[config.mk]
export PLATFORM = sky130hd
export DESIGN_NAME = sm_addsub_pipe
export DESIGN_NICKNAME = d
export VERILOG_FILES = /design/src/rtl/sm_addsub_pipe.sv
export SDC_FILE = /design/constraint.sdc
export NUM_CORES = 1
export LEC_CHECK = 0
export CORE_ASPECT_RATIO = 0.75
export CORE_MARGIN = 2
export CORE_UTILIZATION = 53
export DETAILED_ROUTE_END_ITERATION = 6
export PLACE_DENSITY = 0.84
export SLEW_MARGIN = 20
export SYNTH_ARGS = -nofsm -noshare
export SYNTH_HDL_FRONTEND = slang
export SYNTH_SLANG_ARGS = --single-unit
[constraint.sdc]
create_clock -name wb_clk_i -period 5.1 [get_ports wb_clk_i]
set_input_delay 1.02 -clock wb_clk_i [delete_from_list [all_inputs] [get_ports wb_clk_i]]
set_output_delay 1.02 -clock wb_clk_i [all_outputs]
set_load 0.05 [all_outputs]
[src/rtl/sm_addsub_pipe.sv]
// Pipelined sign-magnitude adder/subtractor with a four-way sign mode, a
// valid/ready handshake on both sides and a saturating sign-magnitude
// accumulator fed by selected results.
//
// Ports:
//   wb_clk_i, wb_rst_i        clock, synchronous active-high reset
//   in_valid/in_ready         input beat handshake
//   in_p, in_q                W-bit sign-magnitude operands (bit W-1 = sign)
//   in_mode                   00 p+q, 01 p-q, 10 -p+q, 11 -p-q
//   in_acc                    accumulate this beat's result when it leaves
//   acc_clr                   synchronous accumulator clear
//   out_valid/out_ready       output result handshake
//   out_sum                   W+1-bit sign-magnitude result (bit W = sign)
//   acc_o, acc_sat            accumulator value and sticky saturation flag
module sm_addsub_pipe #(
  parameter int unsigned W     = 18,
  parameter int unsigned ACC_W = 24
) (
  input  logic             wb_clk_i,
  input  logic             wb_rst_i,
  input  logic             in_valid,
  output logic             in_ready,
  input  logic [W-1:0]     in_p,
  input  logic [W-1:0]     in_q,
  input  logic [1:0]       in_mode,
  input  logic             in_acc,
  input  logic             acc_clr,
  output logic             out_valid,
  input  logic             out_ready,
  output logic [W:0]       out_sum,
  output logic [ACC_W-1:0] acc_o,
  output logic             acc_sat
);

  localparam int unsigned MW = W - 1;
  localparam int unsigned TW = W + 1;
  localparam int unsigned AW = ACC_W + 1;
  localparam logic [ACC_W-1:0] ACC_MAX = {1'b0, {(ACC_W-1){1'b1}}};

  // Stage registers
  logic          s1_v_q, s1_sp_q, s1_sq_q, s1_acc_q;
  logic [MW-1:0] s1_pm_q, s1_qm_q;
  logic          s2_v_q, s2_acc_q;
  logic [TW-1:0] s2_sum_q;
  logic          s3_acc_q;

  logic          stall, out_fire;
  logic [TW-1:0] p_tc, q_tc, s2_sum_d;
  logic          s3_neg;
  logic [W-1:0]  s3_mag;
  logic [W:0]    out_sum_d;

  logic [AW-1:0]    acc_tc, add_tc, acc_base, acc_sum;
  logic             acc_neg, sat_hit;
  logic [ACC_W-1:0] acc_mag, acc_mag_clamped;
  logic [ACC_W-1:0] acc_d;

  // Whole pipe freezes while a result waits downstream
  assign stall    = out_valid & ~out_ready;
  assign in_ready = ~stall;
  assign out_fire = out_valid & out_ready;

  // S2: two's complement conversion and add; -0 naturally maps to 0
  always_comb begin
    p_tc     = s1_sp_q ? (TW'(0) - TW'(s1_pm_q)) : TW'(s1_pm_q);
    q_tc     = s1_sq_q ? (TW'(0) - TW'(s1_qm_q)) : TW'(s1_qm_q);
    s2_sum_d = p_tc + q_tc;
  end

  // S3: back to sign-magnitude; a zero sum has sign bit 0, giving +0
  always_comb begin
    s3_neg    = s2_sum_q[TW-1];
    s3_mag    = W'(s3_neg ? (TW'(0) - s2_sum_q) : s2_sum_q);
    out_sum_d = {s3_neg, s3_mag};
  end

  // Accumulator: clear-then-add, signed sum, magnitude clamp keeps true sign
  always_comb begin
    acc_tc   = acc_o[ACC_W-1] ? (AW'(0) - AW'(acc_o[ACC_W-2:0]))
                              : AW'(acc_o[ACC_W-2:0]);
    add_tc   = out_sum[W] ? (AW'(0) - AW'(out_sum[W-1:0]))
                          : AW'(out_sum[W-1:0]);
    acc_base = acc_clr ? '0 : acc_tc;
    acc_sum  = acc_base + add_tc;
    acc_neg  = acc_sum[AW-1];
    acc_mag  = ACC_W'(acc_neg ? (AW'(0) - acc_sum) : acc_sum);
    sat_hit  = (acc_mag > ACC_MAX);
    acc_mag_clamped = sat_hit ? ACC_MAX : acc_mag;
    acc_d    = {acc_neg, (ACC_W-1)'(acc_mag_clamped)};
  end

  always_ff @(posedge wb_clk_i) begin
    if (wb_rst_i) begin
      s1_v_q    <= 1'b0;
      s1_sp_q   <= 1'b0;
      s1_sq_q   <= 1'b0;
      s1_acc_q  <= 1'b0;
      s1_pm_q   <= '0;
      s1_qm_q   <= '0;
      s2_v_q    <= 1'b0;
      s2_acc_q  <= 1'b0;
      s2_sum_q  <= '0;
      s3_acc_q  <= 1'b0;
      out_valid <= 1'b0;
      out_sum   <= '0;
      acc_o     <= '0;
      acc_sat   <= 1'b0;
    end else begin
      if (!stall) begin
        // S1: operands and effective signs
        s1_v_q    <= in_valid;
        s1_pm_q   <= in_p[MW-1:0];
        s1_qm_q   <= in_q[MW-1:0];
        s1_sp_q   <= in_p[W-1] ^ in_mode[1];
        s1_sq_q   <= in_q[W-1] ^ in_mode[0];
        s1_acc_q  <= in_acc;
        s2_v_q    <= s1_v_q;
        s2_sum_q  <= s2_sum_d;
        s2_acc_q  <= s1_acc_q;
        out_valid <= s2_v_q;
        out_sum   <= out_sum_d;
        s3_acc_q  <= s2_acc_q;
      end
      if (out_fire && s3_acc_q) begin
        acc_o   <= acc_d;
        acc_sat <= (acc_sat & ~acc_clr) | sat_hit;
      end else if (acc_clr) begin
        acc_o   <= '0;
        acc_sat <= 1'b0;
      end
    end
  end

endmodule
==> qor.csv <==
metric,value,unit
slew of the pin with the lowest slew margin,971.6,ps
Post-synth EDFFs,0,
drt pass-1 iters,5,
CTS Buf Count,9,
cell chain of the critical path,or4_1 -> or4_4 -> o31ai_4 -> xor2_1 -> nor2_2 -> ha_4 -> and4_1 -> buf_4 -> and2_1 -> nand4_1 -> a211oi_1 -> o31a_1 -> or3_4 -> a21oi_4 -> o2111a_2 -> nor3_4 -> buf_6 -> clkbuf_16 -> a311oi_1,
post-synth net total,1216,
Mapped Cells,1122,
sequential share of power,30.9,%
Lkg Pwr,4.323,nW
# DRC,0,
synth warn,0,
clock slew at reported path FFs,80,ps
P&R area growth vs syn,24.30,%
Critical Path AT,5270,ps
Routed WL,24.15,mm
sequential area share after synthesis,24.63,%
initial antenna violation count,0,
Power Total,0.003414,W
Cell variety after synth,72,
nets,1328,
die area,17140,um2
Crit-path slowest cell,or4_1,
total number of vias,8638,
Fin. Hold Viols,0,
maximum clock rate,0.1996,GHz
first-pass GRT wire length,38.38,mm
core area,15870,um2
Initial Utilization,53.79,%
n_diodes,0,
die height,113.9,um
CTS tree,built,
Post-synth top flop,dfxtp_1,
area of the multi-input gates,6330,um2
Synth Register Bits,105,
Async SR Flop Fraction,0,%
P per Cell Area,321.9,nW/um2
non-filler cells in the finished layout,1449,
Detail Placement HPWL,17.68,mm
"top cells by area, synth","dfxtp_1, nand2_1, xnor2_1",
switch share,42.04,%
routed vias/inst,5.961,
Syn Area/Cell,7.605,um2
crit start category,register,
worst relative slew slack,35.23,%
min Tclk post-route,5009,ps
post-route ant nets,0,
Min-Delay Path Class,reg2reg,
Die Width,150.5,um
critical path required time,5360,ps
area post-placement,9937,um2
register area,2103,um2
R2R cell count,19,
worst vdd ir,232.8,uV
vias in the first global route,7870,
layout cells sized above 1,14.61,%
CTS root buf,clkbuf_16,
post-layout util,66.85,%
post-synth top area share,24.63,%
GPL Wtd Cong,0.9852,
Synth area leader,dfxtp_1,
logic gate share of total power,49.0,%
crit-path max cell delay,610,ps
final period utilization,98.22,%
port bufs,89,
H-Tree Depth,3,
sw power,0.001435,W
IO Count,90,
Congestion Overflow GR,0,
clock share of power,20.1,%
Mapped Area,8533,um2
fill count,1310,
hold_buf cts,0,
CP endpoint kind,register,
post-route cell area,10610,um2
P_int,0.001979,W
"Slew Viols, Final",0,
clk_lat worst skew,360,ps
status,finished clean,
final setup fails,0,
crit-path max FO,6,
Avg WL per Cell,16.67,um
Setup CP Type,reg2reg,
Min-Delay Path Depth,2,
largest net degree at the start of global routing,91,
# clock sinks,105,
Post-Place Cells,1422,
max-capacitance violation count,0,
Initial DRC Count,659,
GRT Total Usage,27.72,%
Core Rows,40,
"count leader, synth",nand2_1,
top post-synthesis cells by count,"nand2_1, a21oi_1, dfxtp_1",
Setup Skew,13.40,ps
CTS max path bufs,2,
[per-stage QoR]
stage	worst slack, ps	hold WS (ps)	TNS, ps
4_1_cts	-8.623	458.5	-8.623
2_1_floorplan	38.47	432.1	0
5_1_grt	-92.36	479.2	-1712
6_report	90.72	456.3	0
3_3_place_gp	57.12	442.6	0
3_5_place_dp	-40.50	447.6	-620.6
[layer usage]
metal,track usage [%],up-vias,wire (um)
met5,0,-,0
met2,40.82,297,10360
met4,5.660,0,377
met3,6.120,35,1837
met1,41.39,4070,11580
li1,-,4236,-
[cells in the final DEF (no fill, tap or decap), types with 13 or more instances in the layout]
| master | n |
|---|---|
| dfxtp_1 | 104 |
| ha_1 | 42 |
| buf_4 | 73 |
| o31ai_1 | 26 |
| a21o_1 | 14 |
| a21oi_1 | 115 |
| a211oi_1 | 20 |
| o21ai_0 | 52 |
| nor3_1 | 18 |
| nand3_1 | 13 |
| nand2_1 | 190 |
| a311oi_2 | 23 |
| xnor2_1 | 73 |
| clkdlybuf4s50_1 | 88 |
| or3_1 | 18 |
| xor2_1 | 56 |
| inv_1 | 24 |
| nor2_1 | 81 |
[layout make-up]
cell class              instances  area share [%]
repair buffers                166           14.34
flip-flops and latches        105           19.83
clock inverters                 7          0.5898
clock buffers                   9           2.123
well taps                     210           2.477
inverters                      27          0.9555
multi-input cells             925           59.68
[worst paths after layout]
path / startpoint / slack [ps] / endpoint
worst max register to register: acc_o[9] / 90 / acc_o[22]
worst min register to register: s2_v_q / 460 / s2_v_q
worst max-delay path: acc_o[9] / 90 / acc_o[22]
worst min-delay path: s2_v_q / 460 / s2_v_q
[kinds of logic after synthesis]
logic type	Yosys count	share of synthesized area, %
AOI/OAI and AO/OA	339	27.73
xor gates and xnor gates	131	13.45
adders and majority gates	50	7.507
buffers and inverters	92	4.281
DFF	105	24.63
muxes	4	0.4692
and+or+nand+nor	401	21.94
[timing repair]
action                                  4_1_cts  5_1_grt
cloned                                        0        3
gates resized for setup                       3       48
pin swaps                                     0       18
hold endpoints to repair                      0        0
endpoints found under the setup margin       22       24
buffers inserted                              0        8
[worst max-delay path, delay by kind of cell (launching register included)]
| kind | cells | cell delay (ps) |
|---|---|---|
| buffers and inverters | 3 | 450 |
| DFF | 1 | 310 |
| and+or+nand+nor | 8 | 2350 |
| adders and majority gates | 1 | 270 |
| AOI/OAI and AO/OA | 6 | 1400 |
| xor gates and xnor gates | 1 | 120 |
[power groups by stage]
stage                     registers, W  logic (W)  clock network, W
after floorplan                0.00113    0.00102                 0
after global placement         0.00106    0.00153                 0
after detailed placement       0.00107    0.00157                 0
after CTS                      0.00105    0.00158          0.000695
after global routing           0.00107    0.00183          0.000723
final                          0.00106    0.00167          0.000687
[flip-flops by register name, summed over array words and instances, names as in the netlist, 17 cells and up]
register  cells
s1_qm_q      17
acc_o        24
out_sum      19
s2_sum_q     19
s1_pm_q      17
Power figures use the tool's default switching activity.
